==> src/rtl/mdu_multicycle_pkg.sv <==
// Shared ALU select codes, MDU state encodings and small helpers
// for the RV32M multiply/divide unit.
package mdu_multicycle_pkg;

    localparam logic [4:0] ALU_ADD    = 5'd0;
    localparam logic [4:0] ALU_SUB    = 5'd1;
    localparam logic [4:0] ALU_AND    = 5'd2;
    localparam logic [4:0] ALU_OR     = 5'd3;
    localparam logic [4:0] ALU_XOR    = 5'd4;
    localparam logic [4:0] ALU_MUL    = 5'd16;
    localparam logic [4:0] ALU_MULH   = 5'd17;
    localparam logic [4:0] ALU_MULHSU = 5'd18;
    localparam logic [4:0] ALU_MULHU  = 5'd19;
    localparam logic [4:0] ALU_DIV    = 5'd20;
    localparam logic [4:0] ALU_DIVU   = 5'd21;
    localparam logic [4:0] ALU_REM    = 5'd22;
    localparam logic [4:0] ALU_REMU   = 5'd23;

    typedef enum logic [1:0] {
        MDU_IDLE = 2'd0,
        MDU_ITER = 2'd1,
        MDU_FIX  = 2'd2
    } mdu_state_e;

    function automatic logic is_m_op(input logic [4:0] sel);
        case (sel)
            ALU_MUL, ALU_MULH, ALU_MULHSU, ALU_MULHU,
            ALU_DIV, ALU_DIVU, ALU_REM, ALU_REMU: is_m_op = 1'b1;
            default:                              is_m_op = 1'b0;
        endcase
    endfunction

    function automatic logic is_div_op(input logic [4:0] sel);
        case (sel)
            ALU_DIV, ALU_DIVU, ALU_REM, ALU_REMU: is_div_op = 1'b1;
            default:                              is_div_op = 1'b0;
        endcase
    endfunction

    function automatic logic [31:0] neg32(input logic [31:0] v);
        neg32 = ~v + 32'd1;
    endfunction

endpackage

==> src/rtl/mdu_multicycle_div_step.sv <==
// One restoring-divide step: shift the next dividend bit into the
// partial remainder and subtract the divisor if it fits.
module mdu_div_step #(
    parameter int XLEN = 32
) (
    input  logic [XLEN-1:0] rem_in,
    input  logic [XLEN-1:0] divisor,
    input  logic [XLEN-1:0] quo_in,
    output logic [XLEN-1:0] rem_out,
    output logic [XLEN-1:0] quo_out
);

    logic [XLEN:0] shifted_s;
    logic [XLEN:0] diff_s;

    // Trial subtraction; the top bit of the difference is the borrow.
    always_comb begin
        shifted_s = {rem_in, quo_in[XLEN-1]};
        diff_s    = shifted_s - {1'b0, divisor};
        if (!diff_s[XLEN]) begin
            rem_out = diff_s[XLEN-1:0];
            quo_out = {quo_in[XLEN-2:0], 1'b1};
        end else begin
            rem_out = shifted_s[XLEN-1:0];
            quo_out = {quo_in[XLEN-2:0], 1'b0};
        end
    end

endmodule

==> src/rtl/mdu_multicycle.sv <==
// Multi-cycle RV32M multiply/divide unit: 32-step shift-add multiplier and
// restoring divider sharing one accumulator pair, with a sign-fix stage.
module mdu_multicycle
    import mdu_multicycle_pkg::*;
#(
    parameter int XLEN  = 32,
    parameter int ITERS = 32
) (
    input  logic            clk,
    input  logic            rst_n,
    input  logic            start,
    input  logic [4:0]      alu_sel,
    input  logic [XLEN-1:0] op_a,
    input  logic [XLEN-1:0] op_b,
    input  logic            kill,
    output logic            busy,
    output logic            done,
    output logic [XLEN-1:0] result
);

    localparam int CNT_W = $clog2(ITERS);

    mdu_state_e       state_r;
    logic [CNT_W-1:0] cnt_r;
    logic [XLEN-1:0]  acc_hi_r;
    logic [XLEN-1:0]  acc_lo_r;
    logic [XLEN-1:0]  opnd_r;
    logic [4:0]       op_r;
    logic             sa_r;
    logic             sb_r;
    logic             busy_r;
    logic             done_r;
    logic [XLEN-1:0]  result_r;

    logic             sa_s;
    logic             sb_s;
    logic [XLEN-1:0]  mag_a_s;
    logic [XLEN-1:0]  mag_b_s;
    logic             fast_s;
    logic [XLEN-1:0]  fast_res_s;
    logic [XLEN:0]    mul_sum_s;
    logic [XLEN-1:0]  div_rem_s;
    logic [XLEN-1:0]  div_quo_s;
    logic [2*XLEN-1:0] prod_s;
    logic [2*XLEN-1:0] prod_fix_s;
    logic [XLEN-1:0]  fix_res_s;

    assign busy   = busy_r;
    assign done   = done_r;
    assign result = result_r;

    // Operand signedness and magnitudes for the incoming request.
    always_comb begin
        sa_s = 1'b0;
        sb_s = 1'b0;
        case (alu_sel)
            ALU_MULH, ALU_DIV, ALU_REM: begin
                sa_s = op_a[XLEN-1];
                sb_s = op_b[XLEN-1];
            end
            ALU_MULHSU: sa_s = op_a[XLEN-1];
            default: begin
                sa_s = 1'b0;
                sb_s = 1'b0;
            end
        endcase
        mag_a_s = sa_s ? neg32(op_a) : op_a;
        mag_b_s = sb_s ? neg32(op_b) : op_b;
    end

    // Divide-by-zero and signed overflow resolve without iterating.
    always_comb begin
        fast_s     = 1'b0;
        fast_res_s = 32'h0000_0000;
        if (is_div_op(alu_sel) && (op_b == 32'h0000_0000)) begin
            fast_s     = 1'b1;
            fast_res_s = ((alu_sel == ALU_DIV) || (alu_sel == ALU_DIVU)) ? 32'hFFFF_FFFF : op_a;
        end else if (((alu_sel == ALU_DIV) || (alu_sel == ALU_REM)) &&
                     (op_a == 32'h8000_0000) && (op_b == 32'hFFFF_FFFF)) begin
            fast_s     = 1'b1;
            fast_res_s = (alu_sel == ALU_DIV) ? 32'h8000_0000 : 32'h0000_0000;
        end else begin
            fast_s     = 1'b0;
            fast_res_s = 32'h0000_0000;
        end
    end

    mdu_div_step #(.XLEN(XLEN)) u_div_step (
        .rem_in  (acc_hi_r),
        .divisor (opnd_r),
        .quo_in  (acc_lo_r),
        .rem_out (div_rem_s),
        .quo_out (div_quo_s)
    );

    // Multiply step adds the multiplicand into the high half, then shifts right.
    assign mul_sum_s = {1'b0, acc_hi_r} + (acc_lo_r[0] ? {1'b0, opnd_r} : 33'd0);

    // Sign correction and result selection for the FIX state.
    always_comb begin
        prod_s     = {acc_hi_r, acc_lo_r};
        prod_fix_s = (sa_r ^ sb_r) ? (~prod_s + 64'd1) : prod_s;
        case (op_r)
            ALU_MUL:                          fix_res_s = prod_fix_s[XLEN-1:0];
            ALU_MULH, ALU_MULHSU, ALU_MULHU:  fix_res_s = prod_fix_s[2*XLEN-1:XLEN];
            ALU_DIV, ALU_DIVU:                fix_res_s = (sa_r ^ sb_r) ? neg32(acc_lo_r) : acc_lo_r;
            ALU_REM, ALU_REMU:                fix_res_s = sa_r ? neg32(acc_hi_r) : acc_hi_r;
            default:                          fix_res_s = 32'h0000_0000;
        endcase
    end

    // Control FSM and datapath registers.
    always_ff @(posedge clk or negedge rst_n) begin
        if (!rst_n) begin
            state_r  <= MDU_IDLE;
            cnt_r    <= '0;
            acc_hi_r <= 32'h0000_0000;
            acc_lo_r <= 32'h0000_0000;
            opnd_r   <= 32'h0000_0000;
            op_r     <= 5'd0;
            sa_r     <= 1'b0;
            sb_r     <= 1'b0;
            busy_r   <= 1'b0;
            done_r   <= 1'b0;
            result_r <= 32'h0000_0000;
        end else if (kill) begin
            state_r <= MDU_IDLE;
            busy_r  <= 1'b0;
            done_r  <= 1'b0;
        end else begin
            case (state_r)
                MDU_IDLE: begin
                    done_r <= 1'b0;
                    if (start && is_m_op(alu_sel)) begin
                        op_r <= alu_sel;
                        sa_r <= sa_s;
                        sb_r <= sb_s;
                        if (fast_s) begin
                            result_r <= fast_res_s;
                            done_r   <= 1'b1;
                        end else begin
                            state_r  <= MDU_ITER;
                            busy_r   <= 1'b1;
                            cnt_r    <= '0;
                            acc_hi_r <= 32'h0000_0000;
                            // Dividend/multiplier shifts through acc_lo; opnd holds divisor/multiplicand.
                            acc_lo_r <= is_div_op(alu_sel) ? mag_a_s : mag_b_s;
                            opnd_r   <= is_div_op(alu_sel) ? mag_b_s : mag_a_s;
                        end
                    end
                end
                MDU_ITER: begin
                    if (is_div_op(op_r)) begin
                        acc_hi_r <= div_rem_s;
                        acc_lo_r <= div_quo_s;
                    end else begin
                        acc_hi_r <= mul_sum_s[XLEN:1];
                        acc_lo_r <= {mul_sum_s[0], acc_lo_r[XLEN-1:1]};
                    end
                    cnt_r <= cnt_r + CNT_W'(1);
                    if (cnt_r == CNT_W'(ITERS - 1)) begin
                        state_r <= MDU_FIX;
                    end else begin
                        state_r <= MDU_ITER;
                    end
                end
                MDU_FIX: begin
                    result_r <= fix_res_s;
                    done_r   <= 1'b1;
                    busy_r   <= 1'b0;
                    state_r  <= MDU_IDLE;
                end
                default: begin
                    state_r <= MDU_IDLE;
                    busy_r  <= 1'b0;
                    done_r  <= 1'b0;
                end
            endcase
        end
    end

endmodule

==> config.mk <==
export PLATFORM = sky130hd
export DESIGN_NAME = mdu_multicycle
export DESIGN_NICKNAME = d
export VERILOG_FILES = /design/src/rtl/mdu_multicycle_pkg.sv /design/src/rtl/mdu_multicycle_div_step.sv /design/src/rtl/mdu_multicycle.sv
export SDC_FILE = /design/constraint.sdc
export NUM_CORES = 1
export LEC_CHECK = 0
export ABC_AREA = 0
export CAP_MARGIN = 20
export CORE_MARGIN = 1
export CORE_UTILIZATION = 55
export CTS_CLUSTER_DIAMETER = 30
export CTS_CLUSTER_SIZE = 20
export DETAILED_ROUTE_END_ITERATION = 7
export HOLD_SLACK_MARGIN = 0.1
export PLACE_DENSITY = 0.75
export SYNTH_ARGS = -nofsm -noshare
export SYNTH_HDL_FRONTEND = slang
export SYNTH_HIERARCHICAL = 1
export SYNTH_SLANG_ARGS = --single-unit
==> constraint.sdc <==
create_clock -name clk -period 9.14 [get_ports clk]
set_input_delay 1.828 -clock clk [delete_from_list [all_inputs] [get_ports clk]]
set_output_delay 1.828 -clock clk [all_outputs]
set_load 0.01 [all_outputs]
==> impl_metrics.py, run 1 <==
metrics = {
    "logic_synthesis": {
        "synthCells": 2125,
        "synth_top_family_by_area": "compound AO/OA/AOI/OAI gates",
        "yosysWarnings": 6,
        "ys.flop_type": "dfrtp_1",
        "synth_nets": 2271,
        "synth-simple-area-share_pct": 24.1,
        "synthDistinctLibCells": 101,
        "syn_area_per_cell_um2": 7.40,
        "seq_area_frac_synth_pct": 22.9,
        "synth_area_um2": 15700,
        "synthAdderAreaFrac_pct": 5.90,
        "synth_compound_area_share_pct": 25.4,
        "synth.mux.area_fraction_pct": 4.59,
        "synth_edf_count": 0,
        "ys_ff_latch": 144,
        "synthArstFlopShare_pct": 100,
        "synth_xor_area_share_pct": 10.2,
    },
    "die": {
        "coreArea_um2": 27900,
        "start_util_pct": 56.3,
        "num_io_pins": 107,
        "fp.dieH_um": 171,
        "rows": 61,
        "die_w_um": 171,
        "dieArea_um2": 29300,
    },
    "detailed_routing": {
        "wl_mm": 58.5,
        "ant_nets": 0,
        "avgRoutedWirePerCell_um": 23.3,
        "dr.pass1.iters": 6,
        "drc_errors": 0,
        "via_per_inst": 6.60,
        "drt_iter0_markers": 2095,
        "dr_total_vias": 16500,
    },
    "global_routing": {
        "grt_pass1_vias": 15100,
        "grt_start_max_net_pins": 112,
        "gr-total-overflow": 0,
        "antenna_found_initial": 1,
        "grt_pass1_wl_mm": 88.2,
        "grtUsageMet3_pct": 7.29,
        "grt_use_total_pct": 40.0,
        "gr-max-usage-layer": "met2",
        "use_met2_pct": 60.4,
        "use_met1_pct": 54.9,
    },
    "layout": {
        "most-common-layout-cells": "nand2_1, a21oi_1, o21ai_0, nor2_1, dfrtp_1",
        "area_growth_pct": 9.78,
        "regArea_um2": 3600,
        "drive_above_1_share_pct": 7.20,
        "nets": 2258,
        "multi_input_area_um2": 11100,
        "final_common_cell": "nand2_1",
        "nFillCells": 2600,
    },
    "worst_setup_path": {
        "path_buf_inv": 2,
        "crit_family": "simple AND/OR/NAND/NOR gates",
        "critical_path_class": "in2reg",
        "crit_path_max_fanout": 62,
        "critPathLaunch": "op_b[0]",
        "r2r-start": "acc_hi_r[0]$_DFFE_PN0P_",
        "r2r_slack_ps": 4660,
        "crit_chain": "clkdlybuf4s50_1, inv_1, ha_1, or4b_1, nor4b_2, nand4b_1, nor2_4, nor3_1, o21ai_4, nand2b_2, mux2_2",
        "crit_slowest_cell": "nand2b_2",
        "setup.worst_path.end": "opnd_r[9]$_DFFE_PN0P_",
        "cp.required_ps": 9480,
        "cp_slowest_stage_delay_ps": 800,
        "r2r_end": "acc_hi_r[27]$_DFFE_PN0P_",
        "start_kind": "primary input",
        "end_kind": "flip-flop",
        "reg2reg_depth": 14,
        "path_depth": 11,
        "cp.arrival_ps": 5800,
    },
    "power_and_ir_drop": {
        "finalPower_mw": 4.68,
        "ir_worst_vdd_v": 0.000138,
        "power_density_nw_per_um2": 271,
        "p_leak_nw": 7.19,
    },
    "clock_tree": {
        "cts_root_buf": "clkbuf_16",
        "cts.clk_slew.worst_paths_ps": 70,
        "post_cts_resized": 0,
        "clock_latency_ps": 450,
        "cts_tree": "yes",
        "hold_buffers": 0,
        "cts_num_sinks": 144,
        "cts-buffers-inserted": 17,
        "cts_setup_buffers": 0,
        "clockBufferDepth": 2,
        "htree_levels": 4,
    },
    "timing": {
        "post-route-min-period_ps": 5470,
        "hold_violations": 0,
        "fin_crit_sh_pct": 59.8,
        "rsz0062_at_grt": "no",
        "setup_violations": 0,
        "skew_ps": 13.5,
        "maxSlewHeadroom_pct": 25.0,
        "fmax_ghz": 0.183,
        "slew_viol_final": 0,
        "worstMarginPinSlew_ps": 1120,
        "finalSetupTns_ps": 0,
    },
    "hold_path": {
        "hold_path_class": "reg2reg",
    },
    "outcome": {
        "status": "complete, no violations",
    },
    "placed_design": {
        "place.gp.congestion": 1.06,
        "dp_hpwl_mm": 44.2,
        "portBuffers": 106,
    },
    "run": {
        "cap_viol_max_count": 0,
    },
}
==> stage by stage <==
step	utilization, %	setup slack [ps]	std cells	instance area, um2	hold slack, ps
2_1_floorplan	-	4650	2125	15700	443
3_3_place_gp	59.4	3330	2469	16600	460
3_5_place_dp	59.4	3200	2469	16600	468
4_1_cts	61.6	3660	2501	17200	483
5_1_grt	61.8	3350	2503	17300	496
6_report	61.8	3670	2504	17300	478
==> state kept, by name, summed over array words and instances, names as in the netlist <==
register,flops
acc_hi_r,32
acc_lo_r,32
opnd_r,32
result,32
cnt_r,5
op_r,5
state_r,2
busy,1
done,1
sa_r,1
sb_r,1
==> cell usage after synthesis, types with 23 or more instances <==
cell      count  area share [%]
nor3_1       49             1.6
a31oi_1      44             1.8
xnor2_1      91             5.1
nand4_1      26             1.0
a21oi_1     202             6.4
a21o_1       33             1.6
clkbuf_1     97             2.3
nand2_1     292             7.0
dfrtp_1     144              23
buf_4        35             1.7
inv_1        54             1.3
mux2_4       24             2.3
xor2_1       92             5.1
or3_1        23            0.92
o21ai_0     195             6.2
o31ai_1      28             1.3
nand3_1      35             1.1
nor2_1      185             4.4
o22ai_1      25            0.99
ha_1         71             5.6
and2_1       41             1.6
==> per-layer routing <==
| layer | wire length, um | share of wire (%) |
|---|---|---|
| met3 | 6390 | 11 |
| met4 | 2710 | 4.6 |
| met1 | 24300 | 42 |
| met5 | 0 | 0 |
| met2 | 25100 | 43 |
==> layout make-up <==
type | count | area share [%]
Antenna cell | 1 | 0.0145
Clock buffer | 17 | 2.46
Clock inverter | 15 | 1.07
Inverter | 55 | 1.24
Multi-Input combinational cell | 1763 | 64.2
Sequential cell | 144 | 20.9
Tap cell | 378 | 2.74
Timing Repair Buffer | 131 | 7.43
==> worst reg2reg max path, cell delays in order, from the launching register on <==
cell	delay [ps]
dfrtp_1	660
inv_1	150
fa_1	470
and2b_1	250
o2111ai_2	140
a21oi_2	230
o2111ai_1	320
a211oi_2	380
nor2_4	110
mux2i_4	430
and2_4	380
inv_8	140
mux2_4	340
a222oi_1	220
o21ai_0	130
==> power breakdown <==
part           total, mW  internal (mW)  leakage, nW  switching (mW)
registers           1.12          0.768         1.82           0.348
clock network      0.740          0.373        0.298           0.367
logic               2.83           1.18         5.07            1.64
total               4.68           2.33         7.19            2.36
==> worst min-delay path by stage <==
stage,endpoint,start,cells past startpoint
after floorplan,cnt_r[3]$_DFFE_PN0P_,cnt_r[3]$_DFFE_PN0P_,1
after global placement,result[7]$_DFFE_PN0P_,result[7]$_DFFE_PN0P_,2
after detailed placement,result[10]$_DFFE_PN0P_,result[10]$_DFFE_PN0P_,1
after CTS,result[10]$_DFFE_PN0P_,result[10]$_DFFE_PN0P_,1
after global routing,result[10]$_DFFE_PN0P_,result[10]$_DFFE_PN0P_,1
final,result[10]$_DFFE_PN0P_,result[10]$_DFFE_PN0P_,1
==> cell families after synthesis <==
| kind of cell | count (synthesis) |
|---|---|
| mux | 57 |
| simple gates | 785 |
| compound gates | 665 |
| fa+ha+maj | 73 |
| flops | 144 |
| buf+inv | 218 |
| xor+xnor | 183 |
Power figures use the tool's default switching activity.
==> run 2, diff against run 1 <==
==> constraint.sdc (replaced) <==
create_clock -name clk -period 5.55 [get_ports clk]
set_input_delay 1.11 -clock clk [delete_from_list [all_inputs] [get_ports clk]]
set_output_delay 1.11 -clock clk [all_outputs]
set_load 0.01 [all_outputs]
==> run 2 against run 1 <==
Effect of this change: clock power increased by 59%; critical path depth increased by 5; combinational power increased by 68%; die area unchanged; clock skew increased by 2.8 ps; global-route usage about the same.
==> impl_metrics.py, run 2 (synthesized netlist as in run 1, its figures left out) <==
metrics = {
    "timing": {
        "setup_ws_ps": 998,
        "setup_violations": 0,
        "holdWs_ps": 480,
        "post-route-min-period_ps": 4550,
        "maxSlewHeadroom_pct": 28.9,
        "skew_ps": 16.3,
        "slew_viol_final": 0,
        "finalSetupTns_ps": 0,
        "fin_crit_sh_pct": 82.0,
        "hold_violations": 0,
        "rsz0062_at_grt": "no",
        "worstMarginPinSlew_ps": 1070,
        "fmax_ghz": 0.220,
    },
    "placed_design": {
        "portBuffers": 106,
        "dp_hpwl_mm": 44.4,
        "place_ws_ps": 519,
        "place.gp.congestion": 1.02,
        "postPlaceCellArea_um2": 16700,
        "dp_cells": 2481,
    },
    "power_and_ir_drop": {
        "p_sw_share_pct": 50.0,
        "power_density_nw_per_um2": 445,
        "p_int_mw": 3.85,
        "clockPowerShare_pct": 15.3,
        "switchingPower_mw": 3.85,
        "p_leak_nw": 7.23,
        "power_frac_seq_pct": 23.0,
        "comb_power_share_pct": 61.7,
        "ir_worst_vdd_v": 0.000248,
        "finalPower_mw": 7.70,
    },
    "clock_tree": {
        "hold_buffers": 0,
        "cts_num_sinks": 144,
        "cts_root_buf": "clkbuf_16",
        "htree_levels": 4,
        "cts_tree": "yes",
        "post_cts_resized": 0,
        "cts_setup_buffers": 0,
        "clock_latency_ps": 460,
        "cts-buffers-inserted": 17,
        "clockBufferDepth": 2,
        "cts.clk_slew.worst_paths_ps": 70,
    },
    "hold_path": {
        "hold_path_class": "reg2reg",
        "min_from": "result[12]$_DFFE_PN0P_",
    },
    "outcome": {
        "status": "complete, no violations",
    },
    "die": {
        "dieArea_um2": 29300,
        "start_util_pct": 56.3,
        "coreArea_um2": 27900,
        "rows": 61,
        "fp.dieH_um": 171,
        "die_w_um": 171,
        "num_io_pins": 107,
    },
    "worst_setup_path": {
        "path_buf_inv": 3,
        "critPathLaunch": "acc_hi_r[0]$_DFFE_PN0P_",
        "crit_slowest_cell": "dfrtp_1",
        "end_kind": "flip-flop",
        "critical_path_class": "reg2reg",
        "cp_slowest_stage_delay_ps": 680,
        "cp.required_ps": 5900,
        "crit_chain": "inv_1, fa_1, and2b_1, o2111ai_2, a21oi_2, o2111ai_1, a211oi_2, nor2_4, mux2i_4, buf_4, and2_4, inv_8, mux2_4, nor2_1, a21oi_1, a22o_1",
        "crit_family": "compound AO/OA/AOI/OAI gates",
        "r2r-start": "acc_hi_r[0]$_DFFE_PN0P_",
        "cp.arrival_ps": 4900,
        "crit_path_max_fanout": 24,
        "r2r_slack_ps": 1000,
        "start_kind": "flip-flop",
    },
    "run": {
        "cap_viol_max_count": 0,
    },
    "global_routing": {
        "grt_start_max_net_pins": 112,
        "antenna_found_initial": 3,
        "grt_pass1_wl_mm": 88.1,
        "gr-total-overflow": 0,
        "grt_pass1_vias": 14900,
        "grt_use_total_pct": 40.0,
    },
    "layout": {
        "most-common-layout-cells": "nand2_1, a21oi_1, o21ai_0, nor2_1, dfrtp_1",
        "multi_input_area_um2": 11100,
        "nFillCells": 2628,
        "drive_above_1_share_pct": 7.68,
        "design_area_um2": 17300,
        "regArea_um2": 3600,
        "nets": 2269,
        "utilization_pct": 62.0,
        "final_cells": 2515,
        "area_growth_pct": 10.2,
        "final_common_cell": "nand2_1",
    },
    "detailed_routing": {
        "ant_nets": 0,
        "via_per_inst": 6.53,
        "dr.pass1.iters": 6,
        "drc_errors": 0,
        "avgRoutedWirePerCell_um": 23.0,
        "wl_mm": 57.9,
        "dr_total_vias": 16400,
        "drt_iter0_markers": 1868,
    },
}
[run 2: final timing paths]
path,endpoint,cells after the start
max reg2reg,acc_hi_r[17]$_DFFE_PN0P_,16
min in group asynchronous,acc_hi_r[25]$_DFFE_PN0P_,1
max in group asynchronous,acc_lo_r[5]$_DFFE_PN0P_,2
max,acc_hi_r[17]$_DFFE_PN0P_,16
min reg2reg,result[12]$_DFFE_PN0P_,2
min,result[12]$_DFFE_PN0P_,2
[run 2: worst register-to-register path, stage by stage, from the launching register on]
cell and delay (ps):
dfrtp_1 680, inv_1 150, fa_1 480, and2b_1 260, o2111ai_2 150, a21oi_2 230, o2111ai_1 370, a211oi_2 400
nor2_4 110, mux2i_4 200, buf_4 220, and2_4 230, inv_8 220, mux2_4 340, nor2_1 120, a21oi_1 60
a22o_1 210
[run 2: layer usage]
metal  up-vias  wire length [um]  global-route usage [%]
met5         -                26                       0
met2       925             24700                    59.3
met1      7779             24600                    55.7
li1       7574                 -                       -
met3       150              6050                    7.96
met4         4              2580                    18.4
[run 2: power by group through the flow]
stage	clock network (mW)	logic (mW)	registers (mW)
6_report	1.18	4.75	1.77
5_1_grt	1.23	5.12	1.79
4_1_cts	1.19	4.63	1.74
3_5_place_dp	0	4.59	1.77
3_3_place_gp	0	4.55	1.76
2_1_floorplan	0	3.76	1.54
[run 2: layout make-up]
type | instances | area share (%)
antenna | 1 | 0.0144
inverter | 55 | 1.24
tap | 378 | 2.73
timing repair buffer | 142 | 7.84
multi-input combinational | 1763 | 64.0
clock inverter | 15 | 0.968
sequential | 144 | 20.8
clock buffer | 17 | 2.46
